### src/rtl/free_list_if.sv
// Rename/commit side of the physical-register free list.
// The master drives allocations and returns. The slave is the free list itself.
interface free_list_if #(
    parameter int ID_WIDTH = 2,
    parameter int PRF_IDX  = 6
);
    logic [ID_WIDTH-1:0]              id_valid;
    logic                             id_ready;
    logic [ID_WIDTH-1:0][PRF_IDX-1:0] free_idx;
    logic [ID_WIDTH-1:0]              rrf_valid;
    logic [ID_WIDTH-1:0][PRF_IDX-1:0] stale_idx;
    logic                             flush;

    modport master (
        output id_valid, rrf_valid, stale_idx, flush,
        input  id_ready, free_idx
    );

    modport slave (
        input  id_valid, rrf_valid, stale_idx, flush,
        output id_ready, free_idx
    );
endinterface

### src/rtl/free_list.sv
// Circular free list of physical register indices with multi-lane allocate/return.
// A flush reclaims every non-architectural register.
module free_list #(
    parameter int PRF_DEPTH = 64,
    parameter int ARF_DEPTH = 32,
    parameter int ID_WIDTH  = 2
) (
    input  logic       clk,
    input  logic       rst,
    free_list_if.slave fl
);
    localparam int FL_DEPTH = PRF_DEPTH - ARF_DEPTH;
    localparam int PRF_IDX  = $clog2(PRF_DEPTH);
    localparam int FL_IDX   = $clog2(FL_DEPTH);
    localparam int PTR_W    = FL_IDX + 1;

    logic [PRF_IDX-1:0] mem_q [FL_DEPTH];
    logic [PRF_IDX-1:0] mem_d [FL_DEPTH];
    logic [PTR_W-1:0]   head_q, head_d;
    logic [PTR_W-1:0]   tail_q, tail_d;
    logic [PTR_W-1:0]   count;
    logic [PTR_W-1:0]   enq_cnt;
    logic [PTR_W-1:0]   deq_cnt;
    logic [PTR_W:0]     count_next;
    logic               id_ready;

    assign count       = tail_q - head_q;
    assign id_ready    = (count >= PTR_W'(ID_WIDTH));
    assign fl.id_ready = id_ready;

    for (genvar gi = 0; gi < ID_WIDTH; gi++) begin : g_rd
        assign fl.free_idx[gi] = mem_q[FL_IDX'(head_q[FL_IDX-1:0] + FL_IDX'(gi))];
    end

    always_comb begin
        enq_cnt = '0;
        deq_cnt = '0;
        mem_d   = mem_q;
        // Valid return lanes are packed into consecutive slots starting at tail.
        for (int i = 0; i < ID_WIDTH; i++) begin
            if (fl.rrf_valid[i]) begin
                mem_d[FL_IDX'(tail_q[FL_IDX-1:0] + enq_cnt[FL_IDX-1:0])] = fl.stale_idx[i];
                enq_cnt = enq_cnt + PTR_W'(1);
            end
            if (fl.id_valid[i]) begin
                deq_cnt = deq_cnt + PTR_W'(1);
            end
        end
        if (!id_ready || fl.flush) begin
            deq_cnt = '0;
        end
        tail_d = tail_q + enq_cnt;
        // Inverting the wrap bit makes the list read as exactly full.
        head_d = fl.flush ? {~tail_d[FL_IDX], tail_d[FL_IDX-1:0]} : head_q + deq_cnt;
    end

    assign count_next = {1'b0, count} + {1'b0, enq_cnt} - {1'b0, deq_cnt};

    always_ff @(posedge clk) begin
        if (rst) begin
            for (int i = 0; i < FL_DEPTH; i++) begin
                mem_q[i] <= PRF_IDX'(ARF_DEPTH + i);
            end
            head_q <= '0;
            tail_q <= {1'b1, {FL_IDX{1'b0}}};
        end else begin
            mem_q  <= mem_d;
            head_q <= head_d;
            tail_q <= tail_d;
        end
    end

    a_prefix_lanes: assert property (@(posedge clk) disable iff (rst)
        ((fl.id_valid & (fl.id_valid + ID_WIDTH'(1))) == '0));

    a_alloc_when_ready: assert property (@(posedge clk) disable iff (rst)
        (fl.flush || fl.id_valid == '0 || id_ready));

    a_no_overflow: assert property (@(posedge clk) disable iff (rst)
        (fl.flush || count_next <= (PTR_W+1)'(FL_DEPTH)));
endmodule

### src/flat_wrapper.sv
// flat-port wrapper written by rule: the top's interface ports become plain ports
module free_list_flat 
#(
    parameter int PRF_DEPTH = 64,
    parameter int ARF_DEPTH = 32,
    parameter int ID_WIDTH  = 2
)
  (clk, rst, fl_id_valid, fl_rrf_valid, fl_stale_idx, fl_flush, fl_id_ready, fl_free_idx);
  free_list_if #(.ID_WIDTH(ID_WIDTH), .PRF_IDX(6)) fl_i ();
  input  logic clk;
  input  logic rst;
  input wire logic [$bits(fl_i.id_valid)-1:0] fl_id_valid;
  input wire logic [$bits(fl_i.rrf_valid)-1:0] fl_rrf_valid;
  input wire logic [$bits(fl_i.stale_idx)-1:0] fl_stale_idx;
  input wire logic [$bits(fl_i.flush)-1:0] fl_flush;
  output wire logic [$bits(fl_i.id_ready)-1:0] fl_id_ready;
  output wire logic [$bits(fl_i.free_idx)-1:0] fl_free_idx;
  assign fl_i.id_valid = fl_id_valid;
  assign fl_i.rrf_valid = fl_rrf_valid;
  assign fl_i.stale_idx = fl_stale_idx;
  assign fl_i.flush = fl_flush;
  assign fl_id_ready = fl_i.id_ready;
  assign fl_free_idx = fl_i.free_idx;
  free_list #(.PRF_DEPTH(PRF_DEPTH), .ARF_DEPTH(ARF_DEPTH), .ID_WIDTH(ID_WIDTH)) u_core (.clk(clk), .rst(rst), .fl(fl_i));
endmodule
### config.mk
export PLATFORM = sky130hd
export DESIGN_NAME = free_list_flat
export DESIGN_NICKNAME = d
export VERILOG_FILES = /design/src/rtl/free_list_if.sv /design/src/rtl/free_list.sv /design/src/flat_wrapper.sv
export SDC_FILE = /design/constraint.sdc
export NUM_CORES = 1
export LEC_CHECK = 0
export ABC_AREA = 1
export BUFFER_PORTS_ARGS = -buffer_cell sky130_fd_sc_hd__clkbuf_2
export CAP_MARGIN = 20
export CORE_AREA = 2 2 137 193
export CTS_CLUSTER_DIAMETER = 80
export DETAILED_ROUTE_END_ITERATION = 6
export DIE_AREA = 0 0 139 195
export MAX_ROUTING_LAYER = met4
export PLACE_DENSITY = 0.76
export SLEW_MARGIN = 25
export SYNTH_ARGS = -nofsm -noshare
export SYNTH_HDL_FRONTEND = slang
export SYNTH_SLANG_ARGS = --single-unit
### constraint.sdc
create_clock -name clk -period 5.5 [get_ports clk]
set_input_delay 0.825 -clock clk [delete_from_list [all_inputs] [get_ports clk]]
set_output_delay 0.825 -clock clk [all_outputs]
set_load 0.01 [all_outputs]
==> impl_metrics.ini, run 1 <==
[status]
status = finished, final reports clean

[worst_setup_path]
crit_family = buffers and inverters
timing.critical_path.mode_cell = nand2_1
crit_chain = ha_2 > clkinv_1 > buf_4 > nand2_1 > nand3_1 > nand3_1 > nand2_1 > nand2_1 > nand2_1 > clkbuf_2
cpPeakStageDelay_ns = 0.85
critPathMaxFanout = 28
cp.buffers_inverters = 3
worstPathRequired_ns = 4.68
critPathLaunchType = flip-flop
crit_slowest_cell = clkinv_1
cp.arrival_ns = 3.44
critPathKind = reg2out
crit_path_end_kind = output port

[place]
numPortBuffers = 31
dp_hpwl_mm = 36.06
dpl_cell_area_um2 = 14950
place_congestion = 1.029
pre_cts_slack_ns = 1.910

[timing]
min_period_ns = 4.264
drv_slew = 0
worst_pin_slew_ns = 1.176
finClkSkew_ns = 0.01047
grt_setup_unrepaired = false
max_freq_ghz = 0.2345
setup_ws_ns = 1.236
fin_tns_setup_ns = 0
final_hold_viol_count = 0
setup_viol = 0
max_slew_margin = 0.2162
finalCritPeriodShare = 0.7753

[synth]
synth_warnings = 0
synth_seq_cells = 204
synthDistinctLibCells = 32
syn-cell-area_um2 = 15020
synth-edff-count = 0
async_flop_share = 0
synthCells = 2619
ys_seq_area_frac = 0.2719
syn_nets = 2655
synthFlopType = dfxtp_1
synth_area_per_cell_um2 = 5.734

[clock_network]
post_cts_buffers = 0
cts_num_sinks = 204
tritoncts = built
htreeDepth = 1
ctsRootBufferMaster = clkbuf_16
clk_latency_ns = 0.56
holdBufCountCts = 0
cts.clk_slew.worst_paths_ns = 0.06
cts_buffers = 23
clk_path_buf_depth = 3
ctsResizeCount = 0

[final_layout]
final_area_um2 = 15620
final_cell_mix = 808 x nand2_1, 348 x nand3_1, 294 x nor2_1
fillers = 2562
area_growth_pct = 4.024
nets = 2533
regArea_um2 = 4089
layout_commonest_cell = nand2_1
layout-drive-gt1-share = 0.05098
finish.utilization = 0.6197
multi_input_area_um2 = 9159

[die]
die_x_um = 139
start_util = 0.5957
fp-row-count = 69
chipHeight_um = 195
core_um2 = 25210
ios = 32
die-area_um2 = 27110

[power_and_ir_drop]
power_frac_comb = 0.364
seqPwrFrac = 0.329
power_leakage_uw = 0.007904
power_switching_uw = 2010
vdd_drop_max_uv = 254.4
p_int_uw = 2788
clkPwrFrac = 0.307
p_per_area_nw_per_um2 = 307.1
netSwitchingFraction = 0.4189

[detailed_routing]
detail-route-antenna-nets = 0
drt_iter0_markers = 2312
postRouteWirelength_mm = 59.11
wl_per_cell_um = 20.88
post_drt_via_cell_ratio = 6.260
vias = 17720
dr.pass1.iters = 7
drc = 0

[global_route]
grt_max_degree = 173
grt_overflow_total = 0
grt_usage = 0.4377
grt_pass1_vias = 16220
grt_pass1_wl_mm = 91.00
antenna_found_initial = 1

[run]
cap_violations = 0

[min_path]
hold_path_class = reg2reg
-- flip-flops by register name, summed over array words and instances (netlist names) --
signal,cells
u_core.tail_q,6
u_core.head_q,6
u_core.mem_q,192
-- cell type report --
cell class                 instances  area share
antenna                            1   0.0001602
tap                              319     0.02555
sequential                       204      0.2617
timing repair buffer              59     0.02451
multi-input combinational       1965      0.5863
clock buffer                      34     0.04077
inverter                         244     0.05903
clock inverter                     5    0.002002
-- power by group through the flow --
stage	combinational, uW	clock (uW)	sequential (uW)
global placement	1640	0	1610
floorplan	1160	0	1580
finish	1750	1480	1580
CTS	1660	1470	1570
global route	1850	1530	1580
detailed placement	1650	0	1610
-- stage by stage --
step           power, uW  hold slack [ns]  cells
2_1_floorplan       2738           0.4972   2619
3_3_place_gp        3250           0.5337   2791
3_5_place_dp        3259           0.5472   2791
4_1_cts             4701           0.5575   2830
5_1_grt             4960           0.6006   2831
6_report            4798           0.5562   2831
-- Yosys cell counts, types with 14 or more instances --
| master | number | share of area |
|---|---|---|
| o211ai_1 | 44 | 0.022 |
| nor2_1 | 294 | 0.073 |
| clkbuf_1 | 135 | 0.034 |
| nand3_1 | 348 | 0.12 |
| nand4_1 | 132 | 0.055 |
| nand2_1 | 808 | 0.20 |
| o21ai_0 | 203 | 0.068 |
| dfxtp_1 | 204 | 0.27 |
| ha_1 | 14 | 0.012 |
| inv_1 | 239 | 0.060 |
| buf_2 | 50 | 0.017 |
| a21oi_1 | 80 | 0.027 |
-- path summary, 6_finish.rpt --
path                                       start  slack (ns)          endpoint  cells after the start
worst max-delay path            u_core.head_q[0]        1.24   fl_free_idx[10]                     10
worst min-delay path            u_core.tail_q[5]        0.56  u_core.tail_q[5]                      2
worst max register to register  u_core.head_q[0]        1.79  u_core.head_q[4]                     21
worst min register to register  u_core.tail_q[5]        0.56  u_core.tail_q[5]                      2
-- logic make-up (layout without fill, tap and decap cells) --
| kind of cell | after synthesis | count (layout) | synth area share |
|---|---|---|---|
| AO/OA/AOI/OAI | 328 | 328 | 0.1169 |
| XOR/XNOR | 8 | 8 | 0.005166 |
| adder cells (fa/ha/maj) | 17 | 17 | 0.01566 |
| buffers and inverters | 450 | 342 | 0.1196 |
| flip-flops | 204 | 204 | 0.2719 |
| other | 0 | 1 | 0 |
| AND/OR/NAND/NOR | 1612 | 1612 | 0.4707 |
-- layer usage --
layer  vias up  routed length [um]  share of wire  track usage
li1       8264                   -              -            -
met1      7854               21140           0.36       0.5151
met2      1247               25280           0.43       0.6477
met3       356                7409           0.13       0.1027
met4         0                5280          0.089       0.3300
met5         -                   0              0            -
-- worst register-to-register path: stages, from the launching register on --
cell	delay (ns)
dfxtp_4	0.55
buf_12	0.52
ha_1	0.37
inv_1	0.07
fa_1	0.41
nand2_1	0.08
inv_1	0.04
nor2_1	0.08
nor2_1	0.05
nand3_1	0.07
nor2_1	0.04
nand2_1	0.09
nand2_1	0.08
nor2_1	0.10
ha_1	0.17
inv_1	0.06
fa_1	0.42
nor2_1	0.14
a21oi_1	0.07
o21ai_0	0.08
o21ai_0	0.10
nor2_1	0.08
(Power assumes the default switching activity.)
==> run 2, diff against run 1 <==
Settings changed: CORE_AREA 2 2 137 193 to 2 2 139 196, DIE_AREA 0 0 139 195 to 0 0 141 198, PLACE_DENSITY 0.76 to 0.77.
Clock period 5.5 ns to 3.4 ns, I/O delays scaled along.
==> run 2 against run 1 <==
The run now ends with design-rule violations left. Die area up 3.0%. Sequential share of layout area down 0.88 points. Power up 71%.
==> impl_metrics.ini, run 2 (synthesis results as in run 1) <==
[clock_network]
tritoncts = built
cts.clk_slew.worst_paths_ns = 0.06
cts_buffers = 23
ctsRootBufferMaster = clkbuf_16
cts_num_sinks = 204
clk_latency_ns = 0.55
clk_path_buf_depth = 3
htreeDepth = 1
holdBufCountCts = 0

[place]
dp_hpwl_mm = 39.21
numPortBuffers = 31
place_congestion = 1.000

[global_route]
grt_pass1_vias = 16100
grt_max_degree = 172
grt_pass1_wl_mm = 93.23
antenna_found_initial = 1
grt_overflow_total = 0
grt_usage = 0.4484

[final_layout]
top_regs = u_core.mem_q: 192 flops, u_core.head_q: 6 flops, u_core.tail_q: 6 flops
nets = 2567
fillers = 2649
regMostFlops = u_core.mem_q
layout_commonest_cell = nand2_1
layout-drive-gt1-share = 0.06601
largest_register_ffs = 192
final_cell_mix = 808 x nand2_1, 348 x nand3_1, 294 x nor2_1
area_growth_pct = 7.632

[timing]
drv_slew = 0
final_hold_viol_count = 0
finClkSkew_ns = 0.01881
finalCritPeriodShare = 0.9967
min_period_ns = 3.389
grt_setup_unrepaired = false
max_slew_margin = 0.2354
fin_tns_setup_ns = 0
setup_viol = 0
max_freq_ghz = 0.2951
worst_pin_slew_ns = 1.147

[min_path]
hold_path_class = in2reg

[die]
start_util = 0.5692
chipHeight_um = 198
die_x_um = 141
core_um2 = 26380
fp-row-count = 71
ios = 32
die-area_um2 = 27920

[detailed_routing]
vias = 17840
drc = 1
detail-route-antenna-nets = 0
wl_per_cell_um = 21.83
dr.pass1.iters = 7
post_drt_via_cell_ratio = 6.205
postRouteWirelength_mm = 62.75
drt_iter0_markers = 2291

[power_and_ir_drop]
power_leakage_uw = 0.008168
power.total_uw = 8190
vdd_drop_max_uv = 435.9
p_per_area_nw_per_um2 = 506.6

[worst_setup_path]
worstPathRequired_ns = 2.89
critPathKind = reg2out
cp.arrival_ns = 2.88
critPathLaunchType = flip-flop
critPathMaxFanout = 19
crit_path_end_kind = output port

[status]
violations = design-rule violations
status = finished with violations

[run]
cap_violations = 0
[run 2: changes by cell type in the layout (fill, tap and decap cells not counted), moves of 2 or more]
cell,before,now
buf_4,27,47
buf_12,1,9
clkbuf_1,9,4
clkbuf_2,29,25
buf_6,0,3
bufinv_16,0,3
clkbuf_4,2,5
clkbuf_8,2,5
clkinv_2,4,1
clkinv_4,0,2
clkinvlp_4,1,3
[run 2: area by class of cell]
type | instances | area [um^2] | share of cell area
Timing Repair inverter | 1 | 7.507 | 0.0004644
Multi-Input combinational cell | 1965 | 9159 | 0.5666
Antenna cell | 2 | 5.005 | 0.0003096
Clock inverter | 7 | 120.1 | 0.007431
Sequential cell | 204 | 4089 | 0.2530
Tap cell | 328 | 410.4 | 0.02539
Clock buffer | 32 | 659.4 | 0.04079
Inverter | 244 | 927.1 | 0.05736
Timing Repair Buffer | 92 | 787.0 | 0.04869
[run 2: routing by layer]
metal / vias up / share of wire / track usage
met2: 1176 / 0.44 / 0.6826
met5: - / 0 / -
li1: 8317 / - / -
met3: 349 / 0.11 / 0.09407
met1: 7998 / 0.35 / 0.5091
met4: 0 / 0.093 / 0.3619
[run 2: final timing paths]
kind / from / slack, ns / endpoint / cells after the start
min: fl_flush / 0.28 / u_core.head_q[3] / 3
max: u_core.head_q[0] / 0.01 / fl_free_idx[7] / 11
max reg2reg: u_core.head_q[0] / 0.41 / u_core.head_q[4] / 20
min reg2reg: u_core.tail_q[5] / 0.56 / u_core.tail_q[5] / 2
[run 2: power breakdown]
group	internal (uW)	total (uW)	leakage [uW]	switching, uW
logic	852	2950	0.00614	2090
clock network	1580	2700	0.000379	1120
registers	2470	2550	0.00165	75.4
[run 2: what timing repair did]
action / in CTS / in global routing
gates resized for setup: 0 / 7
buffers inserted: 0 / 4
setup endpoints to repair: 0 / 9
[run 2: through the flow]
stage / util / hold WS, ns / setup WS [ns] / std cells / area (um^2)
finish: 0.6127 / 0.2823 / 0.01126 / 2875 / 16160
global route: 0.6126 / 0.2884 / 0.01672 / 2874 / 16160
CTS: 0.6092 / 0.2891 / 0.006720 / 2867 / 16070
floorplan: - / 0.4972 / 0.2916 / 2619 / 15020
global placement: 0.5792 / 0.5357 / 0.5559 / 2828 / 15280
detailed placement: 0.5796 / 0.5446 / 0.4490 / 2828 / 15290
[run 2: critical path: stages, from the launching register on]
cell and delay (ns):
dfxtp_4 0.42, buf_6 0.19, ha_2 0.22, xnor2_2 0.39
clkinvlp_4 0.23, buf_4 0.21, nand3_1 0.10, nand3_1 0.13
nand2_1 0.09, nand2_1 0.05, nand2_1 0.14, clkbuf_2 0.16
